--- src/rtl/demux18_pkg.sv ---
// Shared constants and types for the demux18_seq 1-to-8 registered distributor.

package demux18_pkg;

  localparam int unsigned NUM_LANES = 8;
  localparam int unsigned SEL_W     = 3;

  localparam logic MODE_ADDR = 1'b0;
  localparam logic MODE_RR   = 1'b1;

  typedef enum logic {
    ADDR,
    RR
  } state_t;

endpackage

--- src/rtl/demux18_seq_dec38_en.sv ---
// Combinational 3-to-8 one-hot decoder with enable; drives lane write enables and strobes.

module dec38_en
  import demux18_pkg::*;
(
  input  logic                 en_i,
  input  logic [SEL_W-1:0]     sel_i,
  output logic [NUM_LANES-1:0] dec_o
);

  always_comb begin
    dec_o = '0;
    if (en_i) begin
      // An unknown select falls to the default so no lane is enabled.
      case (sel_i)
        3'd0:    dec_o = 8'b0000_0001;
        3'd1:    dec_o = 8'b0000_0010;
        3'd2:    dec_o = 8'b0000_0100;
        3'd3:    dec_o = 8'b0000_1000;
        3'd4:    dec_o = 8'b0001_0000;
        3'd5:    dec_o = 8'b0010_0000;
        3'd6:    dec_o = 8'b0100_0000;
        3'd7:    dec_o = 8'b1000_0000;
        default: dec_o = '0;
      endcase
    end
  end

endmodule

--- src/rtl/demux18_seq.sv ---
// Registered 1-to-8 distributor with addressed and round-robin modes.
// Optional build macro DEMUX18_CLEAR_EN zeroes non-selected lanes on addressed writes.

module demux18_seq
  import demux18_pkg::*;
#(
  parameter int unsigned DW = 1
) (
  input  logic                    CLK,
  input  logic                    RST,
  input  logic [DW-1:0]           DIN,
  input  logic                    DIN_VLD,
  input  logic [SEL_W-1:0]        SEL,
  input  logic                    MODE,
  output logic [NUM_LANES*DW-1:0] OUT,
  output logic [NUM_LANES-1:0]    OUT_STB,
  output logic                    FRAME_VLD,
  output logic [SEL_W-1:0]        PTR
);

  state_t                           state_q, state_d;
  logic [SEL_W-1:0]                 ptr_q, ptr_d;
  logic [NUM_LANES-1:0][DW-1:0]     lanes_q, lanes_d;
  logic [NUM_LANES-1:0]             stb_q, stb_d;
  logic                             frame_q, frame_d;

  logic                             mode_switch;
  logic [SEL_W-1:0]                 ptr_base;
  logic                             rr_wr;
  logic [SEL_W-1:0]                 wr_idx;
  logic [NUM_LANES-1:0]             wr_en;

  // State register and all registered outputs.
  always_ff @(posedge CLK) begin
    if (RST) begin
      state_q <= ADDR;
      ptr_q   <= '0;
      lanes_q <= '0;
      stb_q   <= '0;
      frame_q <= 1'b0;
    end else begin
      state_q <= state_d;
      ptr_q   <= ptr_d;
      lanes_q <= lanes_d;
      stb_q   <= stb_d;
      frame_q <= frame_d;
    end
  end

  // Next-state: the state simply follows MODE at every edge.
  always_comb begin
    state_d = state_q;
    unique case (MODE)
      MODE_ADDR: state_d = ADDR;
      MODE_RR:   state_d = RR;
      default:   state_d = state_q;
    endcase
  end

  // Write selection: a write in a transition cycle uses the new mode with a fresh pointer.
  always_comb begin
    mode_switch = (state_d != state_q);
    ptr_base    = mode_switch ? '0 : ptr_q;
    rr_wr       = DIN_VLD && (state_d == RR);
    wr_idx      = rr_wr ? ptr_base : SEL;
  end

  dec38_en u_dec (
    .en_i  (DIN_VLD),
    .sel_i (wr_idx),
    .dec_o (wr_en)
  );

  // Lane, strobe, frame and pointer next values.
  always_comb begin
    lanes_d = lanes_q;
    for (int k = 0; k < NUM_LANES; k++) begin
      if (wr_en[k]) begin
        lanes_d[k] = DIN;
      end
`ifdef DEMUX18_CLEAR_EN
      else if ((state_d == ADDR) && (|wr_en)) begin
        lanes_d[k] = '0;
      end
`endif
    end
    stb_d   = wr_en;
    frame_d = rr_wr && (ptr_base == 3'd7);
    ptr_d   = rr_wr ? (ptr_base + 3'd1) : ptr_base;
  end

  assign OUT       = lanes_q;
  assign OUT_STB   = stb_q;
  assign FRAME_VLD = frame_q;
  assign PTR       = ptr_q;

endmodule

--- config.mk ---
export PLATFORM = sky130hd
export DESIGN_NAME = demux18_seq
export DESIGN_NICKNAME = d
export VERILOG_FILES = /design/src/rtl/demux18_pkg.sv /design/src/rtl/demux18_seq_dec38_en.sv /design/src/rtl/demux18_seq.sv
export SDC_FILE = /design/constraint.sdc
export NUM_CORES = 1
export LEC_CHECK = 0
export ABC_AREA = 1
export CAP_MARGIN = 25
export CORE_MARGIN = 5
export CORE_UTILIZATION = 35
export DETAILED_ROUTE_END_ITERATION = 8
export GPL_TIMING_DRIVEN = 0
export MAX_ROUTING_LAYER = met4
export PLACE_DENSITY_LB_ADDON = 0.12
export SKIP_LAST_GASP = 1
export SLEW_MARGIN = 15
export SYNTH_ARGS = -nofsm -noshare
export SYNTH_HDL_FRONTEND = slang
export SYNTH_SLANG_ARGS = --single-unit
--- constraint.sdc ---
create_clock -name CLK -period 1.7 [get_ports CLK]
set_clock_uncertainty 0.1 [all_clocks]
set_input_delay 0.255 -clock CLK [delete_from_list [all_inputs] [get_ports CLK]]
set_output_delay 0.255 -clock CLK [all_outputs]
set_load 0.01 [all_outputs]
Yosys cells after proc, flatten, opt, wreduce, memory -nomap -nowiden
Memories as Yosys holds them, arrays and structs flattened.
Cells that the tools add are included.
- register bits after elaboration: 21
- bits of input ports: 8
- memories kept: 1
- word-level logic and storage cells: 24
- ROM bits: 64
- memories (memory ; words ; width ; rd ports ; clocked after memory_dff ; write ports ; line ; source):
    (name not given) ; 8 ; 8 ; 1 ; 0 ; 0 ; demux18_seq_dec38_en.sv:15 ; case (sel_i)
- multiplexer cells: 5
- reductions and logical operators: 2
- $add $sub $neg: 1
- bitwise logic cells: 1
- equal/unequal tests: 2
- operator list (kind ; number):
    $mux 3 ; 3
    $mux 8 ; 1
    $add 3x1->3 const B ; 1
    $eq 3x3->1 const B ; 1
    $logic_and 1x1->1 ; 2
    $pmux 1 s2 ; 1
    $ne 1x1->1 ; 1
    $not 1->1 ; 1

Longest topological paths before layout
An unclocked memory read counts as a cell.
- depth after elaboration: 7
- gate-level depth with buffers: 9
- mapped depth without buffers: 9

By module
A second synthesis with hierarchy kept.
- cell total of the unflattened synthesis: 115
- area, all modules: 873.3 um^2
- modules (own cells, without submodules) (module ; times used ; area each (um^2) ; cells each ; sequential area each (um^2)):
    demux18_seq ; 1 ; 809.5 ; 98 ; 420.4
    dec38_en ; 1 ; 63.8 ; 17 ; 0.0

Least setup slack after synthesis
OpenSTA, ideal clock, no wires.
- path kind: register -> register
- from: register state_q
- to: register ptr_q[2] (netlist: PTR[2])
- cell stages (with the launch flop): 9
- buffers on the path: 0
- slack: 216 ps
- required time: 1481 ps
- data arrival time: 1264 ps
- clock period less this slack: 1484 ps
- setup time: 119 ps
- path through: dfxtp_1 or2_2 nand2_1 inv_1 nand2_1 inv_1 ha_1 o21ai_0 a21oi_1
- word-level cells in the longest chain between the ends: 4
- ends and longest elaborated chain (item ; line ; source):
    start, declared ; demux18_seq.sv:21 ; state_t state_q, state_d;
    start signal, assigned ; demux18_seq.sv:42 ; state_q <= state_d;
    $ne 1x1->1 (*) ; demux18_seq.sv:62 ; mode_switch = (state_d != state_q);
    $mux 3 (*) ; demux18_seq.sv:63 ; ptr_base = mode_switch ? '0 : ptr_q;
    $add 3x1->3 ; demux18_seq.sv:89 ; ptr_d = rr_wr ? (ptr_base + 3'd1) : ptr_base;
    $mux 3 (*) ; demux18_seq.sv:89 ;
    end signal, assigned ; demux18_seq.sv:43 ; ptr_q <= ptr_d;
    end, declared ; demux18_seq.sv:22 ; logic [SEL_W-1:0] ptr_q, ptr_d;
Every way passes the cells marked *; elsewhere a longest branch is shown, timed or not.
A chain may end at the register's enable or synchronous reset.

Worst setup path after layout
- from: input DIN_VLD
- to: register lanes_q (netlist bit OUT[0])
- word-level cells in the longest chain between the ends: 4
- ends and longest elaborated chain (item ; line ; source):
    start, declared ; demux18_seq.sv:12 ; input logic DIN_VLD,
    $logic_and 1x1->1 ; demux18_seq.sv:64 ; rr_wr = DIN_VLD && (state_d == RR);
    $mux 3 ; demux18_seq.sv:65 ; wr_idx = rr_wr ? ptr_base : SEL;
    $mem_v2 8x8 ; -- ;
    $mux 8 (*) ; demux18_seq_dec38_en.sv:13 ; if (en_i) begin
    end signal, assigned ; demux18_seq.sv:44 ; lanes_q <= lanes_d;
    end, declared ; demux18_seq.sv:23 ; logic [NUM_LANES-1:0][DW-1:0] lanes_q, lanes_d;
Marked as above.

==> impl_metrics.toml <==
[floorplanning]
die-area_um2 = 3520
die_w_um = 59.3
core_um2 = 2280
initial_utilization_pct = 37.4
ios = 28
num_rows = 17
dieHeight_um = 59.3

[worst_setup_path]
slowest_stage = "clkdlybuf4s50_1"
cpMostUsedCell = "nand2_2"
reg2reg_to = "PTR[2]"
worstPathArrival_ps = 1690
ff2ff_setup_slack_ps = 120
cp_cell_sequence = "clkdlybuf4s50_1 > nand2_2 > nand2_2 > nand3_1 > inv_2 > nand2_2 > nor2_1 > nor2_1"
crit_path_start_kind = "input port"
crit_end = "OUT[0]"
timing.rr.start = "state_q"
endpoint_kind = "register"
path_delay_family = "buffers and inverters"
path_max_fanout = 7
crit_buf_inv = 2
r2r_cells = 8
crit_path_max_incr_delay_ps = 600
critPathRequiredTime_ps = 1800
crit_cells = 8
critPathKind = "in -> reg"
cp-startpoint = "DIN_VLD"

[clocking]
clk_latency_ps = 290
cts.clk_slew.worst_paths_ps = 110
htreeDepth = 1
clkSinkCount = 21
cts_tree = "built"
cts_buffers = 3
clk_path_buf_depth = 2
cts_root_buf = "clkbuf_4"

[synthesis]
synth_fp_nets = 121
syn_inst = 112
yosysWarnings = 0
synth.avg_cell_area_um2 = 7.61
synth_seq_cells = 21
yosysSeqAreaShare_pct = 49.3
yosysUniqueCellTypes = 19
syn-cell-area_um2 = 852

[finish]
fillers = 226
multiInputGateArea_um2 = 374
nets = 153
area_growth_syn_to_layout_pct = 39.6
final_layout_size_suffix_gt1_share_pct = 11.9
antennaDiodeCount = 0
register_area_um2 = 422

[timing]
period_share_pct = 93.8
setup_viol = 0
fin_setup_tns_ps = 0
max_freq_mhz = 627
fin_hold_ws_ps = 230
rsz0062_at_grt = "yes"
final_max_slew_viol_count = 0
fin_crit_ps = 1600
worstMarginPinSlew_ps = 420
hold_viol_final = 0
slew_headroom_pct = 72.0

[grt]
grt_pass1_vias = 732
grt_overflow_total = 0
grt_max_degree = 12
grt_pass1_wl_um = 3000
antenna_found_initial = 0
grt_use_total_pct = 11.6

[power]
leakage_uw = 0.000506
power.density_nw_per_um2 = 744
peakVddDrop_mv = 0.469

[detailed_routing]
drt_wl_total_um = 1850
vias_per_cell = 4.65
drc = 0
dr.pass1.iters = 4
drtIter0Drc = 8
ant_nets = 0
post_drt_wl_per_cell_um = 10.8
vias = 795

[job]
maxCapViolCount = 0

[min_path]
hold_path_depth = 2
hold_class = "in -> reg"

[placement]
portBuffers = 26
hpwl_um = 1430
routabilityCongestion = 0.856

[status]
status = "completed"
==> cells in the final DEF (no fill, tap or decap), drive strengths merged <==
cell and instances:
a21oi 8, buf 1, clkbuf 6, clkdlybuf4s50 25, dfxtp 21, dlygate4sd2 1
ha 1, inv 13, nand2 27, nand3 6, nand4 3, nor2 20
nor3 6, nor4 1, o211a 1, o21ai 2, or2 1
==> per-stage QoR <==
stage | utilization, % | cell area (µm²) | instances | setup slack [ps] | power, µW
after floorplan | - | 852 | 112 | 216 | 604
after global placement | 50.4 | 1150 | 166 | -423 | 663
after detailed placement | 50.4 | 1150 | 166 | -469 | 665
after CTS | 51.5 | 1170 | 170 | 76.3 | 892
after global routing | 52.3 | 1190 | 171 | -13.3 | 940
final | 52.3 | 1190 | 171 | 105 | 886
==> synth_stat cells (all sizes together) <==
library cell	count	share of area, %
inv	13	5.7
o211a	1	1.2
o21ai	2	1.2
nor2	20	10
nand3	6	3.5
ha	1	1.5
or2	1	0.73
nor3	6	3.5
a21oi	8	4.7
clkbuf	2	2.1
dfxtp	21	49
nand4	3	2.2
nor4	1	0.73
nand2	27	13
==> cell type report <==
cell class,count,share of cell area [%]
buffer,2,1.47
clock buffer,4,2.21
inverter,13,4.10
multi-input combinational,76,31.4
sequential,21,35.4
tap,28,2.94
timing repair buffer,27,22.4
==> per-layer routing <==
metal / vias to the layer above / global-route usage, % / share of wire, %
met5: - / - / 0
met4: 0 / 5.83 / 0.76
met3: 2 / 2.83 / 5.9
met2: 19 / 17.6 / 47
met1: 357 / 14.1 / 46
li1: 417 / - / -
==> sequential cells by signal, summed over array words and instances (netlist names) <==
| name | count |
|---|---|
| state_q | 1 |
| PTR | 3 |
| FRAME_VLD | 1 |
| OUT_STB | 8 |
| OUT | 8 |
==> cells by family after synthesis <==
group	share of synthesized area [%]
buffers and inverters	7.78
AND/OR/NAND/NOR	34.4
flip-flops	49.3
AO/OA/AOI/OAI	7.05
adder cells (fa/ha/maj)	1.47
==> worst min-delay path by stage <==
| stage | startpoint | endpoint | slack [ps] |
|---|---|---|---|
| after floorplan | MODE | state_q | 290 |
| after CTS | RST | state_q | 230 |
| final | RST | state_q | 230 |
| after detailed placement | OUT[4] | OUT[4] | 380 |
| after global routing | RST | state_q | 230 |
| after global placement | OUT[7] | OUT[7] | 370 |
==> report_power, final <==
| part | internal (µW) | total, µW | switching [µW] |
|---|---|---|---|
| Sequential | 507 | 516 | 8.42 |
| Combinational | 62.1 | 141 | 78.4 |
| Clock | 91.1 | 229 | 138 |
| Total | 661 | 886 | 225 |
==> repair_timing <==
action,CTS,global route
setup endpoints to repair,1,8
pin swaps,0,2
hold buffers,0,0
buffers inserted,0,1
resized for setup,1,4
No activity file was read; power rests on OpenSTA's default activity.
